### config.mk
export PLATFORM = sky130hd
export DESIGN_NAME = jk_mod_counter_flat
export DESIGN_NICKNAME = d
export VERILOG_FILES = /design/src/rtl/jk_mod_counter_pkg.sv /design/src/rtl/jk_mod_counter_if.sv /design/src/rtl/jk_mod_counter_cell.sv /design/src/rtl/jk_mod_counter.sv /design/src/flat_wrapper.sv
export SDC_FILE = /design/constraint.sdc
export NUM_CORES = 1
export LEC_CHECK = 0
export CAP_MARGIN = 20
export CORE_AREA = 2 2 39 41
export CTS_BUF_LIST = sky130_fd_sc_hd__clkbuf_4 sky130_fd_sc_hd__clkbuf_8
export CTS_CLUSTER_SIZE = 10
export DETAILED_ROUTE_END_ITERATION = 10
export DIE_AREA = 0 0 41 43
export PLACE_DENSITY = 0.84
export REMOVE_ABC_BUFFERS = 1
export SYNTH_ARGS = -nofsm -noshare
export SYNTH_HDL_FRONTEND = slang
export SYNTH_SLANG_ARGS = --single-unit
### constraint.sdc
create_clock -name clk -period 3.97 [get_ports clk]
set_clock_uncertainty 0.05 [all_clocks]
set_input_delay 0.5955 -clock clk [delete_from_list [all_inputs] [get_ports clk]]
set_output_delay 0.5955 -clock clk [all_outputs]
set_load 0.02 [all_outputs]
### src/rtl/jk_mod_counter_pkg.sv
// rtl/jk_mod_counter_pkg.sv - shared types and helpers for the JK modulo counter
package jk_pkg;

    localparam int CNT_W_PAD = 1;

    typedef enum logic {
        DIR_DOWN = 1'b0,
        DIR_UP   = 1'b1
    } dir_t;

    // One guard bit so MODULO = 2**WIDTH still fits the compare constants.
    function automatic int cnt_w(input int width);
        return width + CNT_W_PAD;
    endfunction

    // Set/reset-only excitation: {j,k}; never drives the 1/1 toggle code.
    function automatic logic [1:0] jk_excite(input logic q_bit, input logic n_bit);
        return {~q_bit & n_bit, q_bit & ~n_bit};
    endfunction

endpackage

### src/rtl/jk_mod_counter_if.sv
// rtl/jk_mod_counter_if.sv - control/status bundle; JKCNT_GRAY_OUT_EN adds gray
interface jk_mod_counter_if #(
    parameter int WIDTH = 4
);
    logic             en;
    logic             up_dn;
    logic             load;
    logic [WIDTH-1:0] din;
    logic [WIDTH-1:0] q;
    logic [WIDTH-1:0] qbar;
    logic             tc;
    logic             load_err;
`ifdef JKCNT_GRAY_OUT_EN
    logic [WIDTH-1:0] gray;

    modport master (
        output en, up_dn, load, din,
        input  q, qbar, tc, load_err, gray
    );
    modport slave (
        input  en, up_dn, load, din,
        output q, qbar, tc, load_err, gray
    );
`else
    modport master (
        output en, up_dn, load, din,
        input  q, qbar, tc, load_err
    );
    modport slave (
        input  en, up_dn, load, din,
        output q, qbar, tc, load_err
    );
`endif
endinterface

### src/rtl/jk_mod_counter_cell.sv
// rtl/jk_mod_counter_cell.sv - single JK flip-flop with async active-low clear
module jk_cell (
    input  logic clk,
    input  logic rst,
    input  logic j,
    input  logic k,
    output logic q,
    output logic qbar
);

    always_ff @(posedge clk or negedge rst) begin
        if (!rst) begin
            q <= 1'b0;
        end else begin
            case ({j, k})
                2'b10:   q <= 1'b1;
                2'b01:   q <= 1'b0;
                2'b11:   q <= ~q;
                default: q <= q;
            endcase
        end
    end

    assign qbar = ~q;

endmodule

### src/rtl/jk_mod_counter.sv
// rtl/jk_mod_counter.sv - modulo-N up/down counter on a JK cell bank
// Optional registered Gray output when JKCNT_GRAY_OUT_EN is defined.
module jk_mod_counter
    import jk_pkg::*;
#(
    parameter int WIDTH  = 4,
    parameter int MODULO = 10
) (
    input  logic          clk,
    input  logic          rst,
    jk_mod_counter_if.slave bus
);

    localparam int             CW    = cnt_w(WIDTH);
    localparam logic [CW-1:0]  MOD_V = CW'(MODULO);
    localparam logic [CW-1:0]  LAST  = CW'(MODULO - 1);

    logic [WIDTH-1:0] q;
    logic [WIDTH-1:0] qbar;
    logic [WIDTH-1:0] nxt;
    logic [WIDTH-1:0] j;
    logic [WIDTH-1:0] k;
    logic [CW-1:0]    q_ext;
    logic [CW-1:0]    din_ext;
    logic             tc_d;
    logic             err_d;
    logic             tc_r;
    logic             err_r;
    dir_t             dir;

    assign q_ext   = {1'b0, q};
    assign din_ext = {1'b0, bus.din};
    assign dir     = dir_t'(bus.up_dn);

    always_comb begin
        nxt   = q;
        tc_d  = 1'b0;
        err_d = 1'b0;
        if (bus.load) begin
            if (din_ext < MOD_V) begin
                nxt = bus.din;
            end else begin
                nxt   = '0;
                err_d = 1'b1;
            end
        end else if (bus.en) begin
            if (dir == DIR_UP) begin
                if (q_ext == LAST) begin
                    nxt  = '0;
                    tc_d = 1'b1;
                end else begin
                    nxt = WIDTH'(q_ext + CW'(1));
                end
            end else begin
                if (q_ext == '0) begin
                    nxt  = WIDTH'(LAST);
                    tc_d = 1'b1;
                end else begin
                    nxt = WIDTH'(q_ext - CW'(1));
                end
            end
        end
    end

    for (genvar i = 0; i < WIDTH; i++) begin : g_cell
        assign {j[i], k[i]} = jk_excite(q[i], nxt[i]);

        jk_cell u_cell (
            .clk  (clk),
            .rst  (rst),
            .j    (j[i]),
            .k    (k[i]),
            .q    (q[i]),
            .qbar (qbar[i])
        );
    end

    always_ff @(posedge clk or negedge rst) begin
        if (!rst) begin
            tc_r  <= 1'b0;
            err_r <= 1'b0;
        end else begin
            tc_r  <= tc_d;
            err_r <= err_d;
        end
    end

`ifdef JKCNT_GRAY_OUT_EN
    logic [WIDTH-1:0] gray_r;

    // Encoded from the next count so it lands on the same edge as q.
    always_ff @(posedge clk or negedge rst) begin
        if (!rst) begin
            gray_r <= '0;
        end else begin
            gray_r <= nxt ^ (nxt >> 1);
        end
    end

    assign bus.gray = gray_r;
`endif

    assign bus.q        = q;
    assign bus.qbar     = qbar;
    assign bus.tc       = tc_r;
    assign bus.load_err = err_r;

endmodule

### src/flat_wrapper.sv
// flat-port wrapper written by rule: the top's interface ports become plain ports
module jk_mod_counter_flat import jk_pkg::*;
#(
    parameter int WIDTH  = 4,
    parameter int MODULO = 10
)
  (clk, rst, bus_en, bus_up_dn, bus_load, bus_din, bus_q, bus_qbar, bus_tc, bus_load_err);
  jk_mod_counter_if #(.WIDTH(WIDTH)) bus_i ();
  input  logic clk;
  input  logic rst;
  input wire logic [$bits(bus_i.en)-1:0] bus_en;
  input wire logic [$bits(bus_i.up_dn)-1:0] bus_up_dn;
  input wire logic [$bits(bus_i.load)-1:0] bus_load;
  input wire logic [$bits(bus_i.din)-1:0] bus_din;
  output wire logic [$bits(bus_i.q)-1:0] bus_q;
  output wire logic [$bits(bus_i.qbar)-1:0] bus_qbar;
  output wire logic [$bits(bus_i.tc)-1:0] bus_tc;
  output wire logic [$bits(bus_i.load_err)-1:0] bus_load_err;
  assign bus_i.en = bus_en;
  assign bus_i.up_dn = bus_up_dn;
  assign bus_i.load = bus_load;
  assign bus_i.din = bus_din;
  assign bus_q = bus_i.q;
  assign bus_qbar = bus_i.qbar;
  assign bus_tc = bus_i.tc;
  assign bus_load_err = bus_i.load_err;
  jk_mod_counter #(.WIDTH(WIDTH), .MODULO(MODULO)) u_core (.clk(clk), .rst(rst), .bus(bus_i));
endmodule
After elaboration in Yosys (flattened, before gate mapping)
Cells that the tools add are included.
{"block": "classes", "n_addsub": 2, "order_cmp": 1, "n_eq_ne": 13, "muxes": 17, "n_bitwise": 16, "reduce_logical": 5}
{"op": "2-to-1 mux 4 bit", "n": 6}
{"op": "== test 2 bit, second input constant", "n": 8}
{"op": "one-hot mux 1 bit (3 select lines)", "n": 4}
{"op": "nonzero test 3 bit", "n": 4}
{"op": "AND 1 bit", "n": 8}
{"op": "== test 2 x 1 -> 1 bit, second input constant", "n": 4}
{"op": "NOT 1 bit", "n": 8}
{"op": "2-to-1 mux 1 bit", "n": 7}
{"op": "logical NOT 5 bit", "n": 1}
{"op": "adder 4 x 1 -> 4 bit, second input constant", "n": 1}
{"op": "== test 4 bit, second input constant", "n": 1}
{"op": "less-than comparator 4 bit, second input constant", "n": 1}
{"op": "subtractor 4 x 1 -> 4 bit, second input constant", "n": 1}
{"block": "word_totals", "register_bits": 6, "inputBits": 9, "out_inout_bits": 10, "word_cells": 60}

Depth between registers and ports, before layout
{"block": "logic_depth", "word_depth": 9, "depth_mapped": 7, "ltp_nobuf": 6}

Hierarchy
From an unflattened synthesis, not the netlist that was laid out.
{"block": "unflattened", "hier_cells": 61, "area_unflattened_um2": 475.5}
{"mod": "jk_mod_counter", "instances": 1, "cells_per_inst": 45, "area_per_inst_um2": 325.3, "seq_area_each_um2": 50.0}
{"mod": "jk_cell", "instances": 4, "cells_per_inst": 4, "area_per_inst_um2": 37.5, "seq_area_each_um2": 25.0}

Least setup slack after synthesis
Ideal clock, no wire load.
{"block": "synth_path", "kind": "input to register", "startpoint": "input bus_up_dn", "endpoint": "register u_core.g_cell[2].u_cell.q", "setup_ps": 79, "arrival_time_ps": 1729, "required_time_ps": 3841, "slack_ps": 2112, "stages": 6, "path_buffers": 1, "path_cell_list": "buf_6 -> nor4b_4 -> a31oi_1 -> a32o_1 -> ha_1 -> mux2i_1"}
{"block": "synth_between", "elab_chain_cells": 7, "elab_cells_between_ends": 11, "cone_classes": "eq/ne (3); mux (4); bitwise (3); reduce/logical (1)"}
{"item": "start, declared", "line": "flat_wrapper.sv:12", "source": "input wire logic [$bits(bus_i.up_dn)-1:0] bus_up_dn;"}
{"item": "2-to-1 mux 4 bit (*)", "line": "jk_mod_counter.sv:47", "source": "if (dir == DIR_UP) begin"}
{"item": "2-to-1 mux 4 bit (*)", "line": "jk_mod_counter.sv:46", "source": "end else if (bus.en) begin"}
{"item": "2-to-1 mux 4 bit (*)", "line": "jk_mod_counter.sv:39", "source": "if (bus.load) begin"}
{"item": "NOT 1 bit", "line": "jk_mod_counter_pkg.sv:18", "source": "return {~q_bit & n_bit, q_bit & ~n_bit};"}
{"item": "AND 1 bit", "line": "jk_mod_counter_pkg.sv:18"}
{"item": "== test 2 bit / == test 2 x 1 -> 1 bit (equally long branches)", "line": "jk_mod_counter_cell.sv:15", "source": "case ({j, k})"}
{"item": "one-hot mux 1 bit (3 select lines) / nonzero test 3 bit (equally long branches)"}
{"item": "end signal, assigned", "line": "jk_mod_counter_cell.sv:18", "source": "2'b11: q <= ~q;"}
{"item": "end signal, assigned", "line": "jk_mod_counter_cell.sv:19", "source": "default: q <= q;"}
{"item": "end, declared", "line": "jk_mod_counter_cell.sv:7", "source": "output logic q,"}
Every way passes the cells marked *; elsewhere a longest branch is shown, timed or not.
A chain may end at the register's enable or synchronous reset.

Worst setup path after layout
{"block": "layout_path", "startpoint": "input bus_up_dn", "endpoint": "register u_core.g_cell[3].u_cell.q"}
{"block": "layout_between", "elab_chain_cells": 7, "elab_cells_between_ends": 11, "cone_classes": "eq/ne (3); mux (4); bitwise (3); reduce/logical (1)"}
{"item": "2-to-1 mux 4 bit (*)", "line": "jk_mod_counter.sv:47"}
{"item": "2-to-1 mux 4 bit (*)", "line": "jk_mod_counter.sv:46"}
{"item": "2-to-1 mux 4 bit (*)", "line": "jk_mod_counter.sv:39"}
{"item": "NOT 1 bit", "line": "jk_mod_counter_pkg.sv:18"}
{"item": "AND 1 bit", "line": "jk_mod_counter_pkg.sv:18"}
{"item": "== test 2 bit / == test 2 x 1 -> 1 bit (equally long branches)", "line": "jk_mod_counter_cell.sv:15"}
{"item": "one-hot mux 1 bit (3 select lines) / nonzero test 3 bit (equally long branches)"}
{"item": "end signal, assigned", "line": "jk_mod_counter_cell.sv:18"}
{"item": "end signal, assigned", "line": "jk_mod_counter_cell.sv:19"}
{"item": "end, declared", "line": "jk_mod_counter_cell.sv:7"}
Marked as above.

==> results.yml <==
synth:
  yosys.area.top_type: "dfrtp_1"
  synth_area_leaders: "dfrtp_1 (23%), buf_4 (12%), ha_1 (7.8%)"
  syn_area_um2: 644
  synth_top_area_share: 0.233
  synth_top_flop_cell: "dfrtp_1"
  synth_most_common_cell: "buf_4"
  synth-seq-area-share: 0.233
  synth.avg_cell_area_um2: 8.95
  synth_cell_type_count: 32
  synthCells: 72
  async_flop_share: 1.00
  synth-seq-cells: 6
  yosys-top-cells-count: "buf_4 (10), inv_1 (7), dfrtp_1 (6)"
  yosysWarnings: 0
  synth_edf_count: 0
routing:
  via_count: 515
  viasPerCell: 5.42
  drt_iter0_drc: 5
  top_layer: "met3"
  route.met2.wl_um: 669
  drt-met1-wl_um: 529
  drt_wl_total_um: 1270
  wl_met3_um: 66
  antenna_left: 0
  routedWlPerCell_um: 13.3
  drc_errors: 0
  first_pass_iters: 4
timing:
  slew_headroom: 0.713
  setup_viol: 0
  worst_pin_slew_ps: 431
  post-route-period-util: 0.577
  rsz0062_at_grt: "no"
  hold_viol_final: 0
  timing.fmax_mhz: 437
  min_period_ps: 2290
  fin_setup_tns_ps: 0
  finalMaxSlewViolations: 0
cts:
  cts_resized: 0
  post_cts_buffers: 0
  cts_root_buf: "clkbuf_4"
  clk_pin_slew_ps: 50
  cts_htree_levels: 1
  clock-sinks: 6
  cts_hold_buf: 0
  tritoncts: "built"
  clkLatencyLatePin_ps: 240
  max-clock-path-buffers: 2
  cts_made_buffers: 3
worst_setup_path:
  path_max_fanout: 9
  crit_chain: "clkdlybuf4s50_1 -> nor3_1 -> and3_1 -> o41ai_2 -> ha_1 -> nand2_1 -> o21ai_0"
  crit_buf_inv: 1
  max_stage_delay_ps: 690
  crit_path_end_kind: "flop"
  crit_family: "buffers and inverters"
  cp.required_ps: 4040
  startpoint_type: "input port"
  arrival_ps: 2360
  slowest_stage: "clkdlybuf4s50_1"
  path_class: "input port to flop"
final_layout:
  final-seq-area_um2: 150
  drive_gt1_frac: 0.0759
  fillCellCount: 138
  multiInputGateArea_um2: 360
  stdcell_count: 95
  fin_nets: 94
  antenna_cells: 0
  syn2layout_area_growth_pct: 17.9
die:
  dieArea_um2: 1760
  core_um2: 1380
  io_pins: 19
  die_w_um: 41
  die_h_um: 43
  rows: 14
  start_util: 0.466
global_routing:
  grt_pass1_vias: 482
  grt_pass1_wl_um: 2030
  grt-ovfl-total: 0
  antenna_found_initial: 0
  grt_max_degree: 13
  grtUsageTotal: 0.173
power:
  power_per_cell_area_nw_per_um2: 696
  p_leak_nw: 0.334
  ir_drop_v: 0.000442
placement:
  place.gp.congestion: 0.795
  portBuffers: 18
  dp_cells: 92
  post-dp-hpwl_um: 1020
outcome:
  outcome: "completed"
flow_run:
  cap_violations: 0
worst_hold_path:
  min_path_type: "input port to async pin"
## power by group
group / switching (mW) / total (mW) / internal, mW
Combinational: 0.155 / 0.322 / 0.167
Sequential: 0.0673 / 0.150 / 0.0830
Clock: 0.0223 / 0.0566 / 0.0342
Total: 0.244 / 0.529 / 0.285
## placed cells by master, fill, tap and decap left out, drive strengths merged, types with 3 or more instances in the layout
cell,count
mux2i,3
o21ai,4
ha,4
inv,7
nand2,4
clkbuf,3
dfrtp,6
clkdlybuf4s50,18
nor2,3
xnor2,4
## flip-flops by register name, summed over array words and instances, names as in the netlist
name	cells
u_core.g_cell.u_cell.q	4
u_core.bus.load_err	1
u_core.bus.tc	1
## metrics by stage
stage	util	hold WS, ps	setup WS, ps	power [mW]	instance area (um^2)
2_1_floorplan	-	250	2010	0.343	537
3_3_place_gp	0.533	574	1490	0.466	737
3_5_place_dp	0.533	625	1430	0.477	737
4_1_cts	0.549	539	1690	0.535	759
5_1_grt	0.549	550	1560	0.572	759
6_report	0.549	539	1680	0.529	759
## final timing paths
kind	from	endpoint	slack, ps	cells past startpoint
setup / recovery	bus_up_dn	u_core.g_cell[3].u_cell.q	1680	7
hold reg to reg	u_core.g_cell[3].u_cell.q	u_core.g_cell[3].u_cell.q	620	2
hold / removal	rst	u_core.g_cell[0].u_cell.q	540	1
min in group clk	u_core.g_cell[3].u_cell.q	u_core.g_cell[3].u_cell.q	620	2
setup reg to reg	u_core.g_cell[0].u_cell.q	u_core.g_cell[3].u_cell.q	2100	6
max in group asynchronous	rst	u_core.g_cell[3].u_cell.q	3120	1
## area by class of cell
| class | count | area share |
|---|---|---|
| clock buffers | 3 | 0.0297 |
| inverters | 7 | 0.0346 |
| multi-input cells | 45 | 0.474 |
| flip-flops and latches | 6 | 0.198 |
| well taps | 16 | 0.0264 |
| repair buffers | 18 | 0.237 |
## layer usage
| layer | global-route usage | up-vias |
|---|---|---|
| li1 | - | 260 |
| met1 | 0.194 | 241 |
| met2 | 0.284 | 14 |
| met3 | 0.0942 | 0 |
| met4 | 0.0200 | 0 |
| met5 | 0 | - |
## cells by family (layout without fill, tap and decap cells)
kind of cell,after synthesis,after routing,share of synthesized area
AND/OR/NAND/NOR,20,20,0.217
flip-flops,6,6,0.233
multiplexers,3,3,0.0466
buffers and inverters,21,28,0.208
XOR/XNOR,4,4,0.0544
AO/OA/AOI/OAI,14,14,0.163
adder cells (fa/ha/maj),4,4,0.0777
Note: power is estimated with default switching activity, not from simulation.
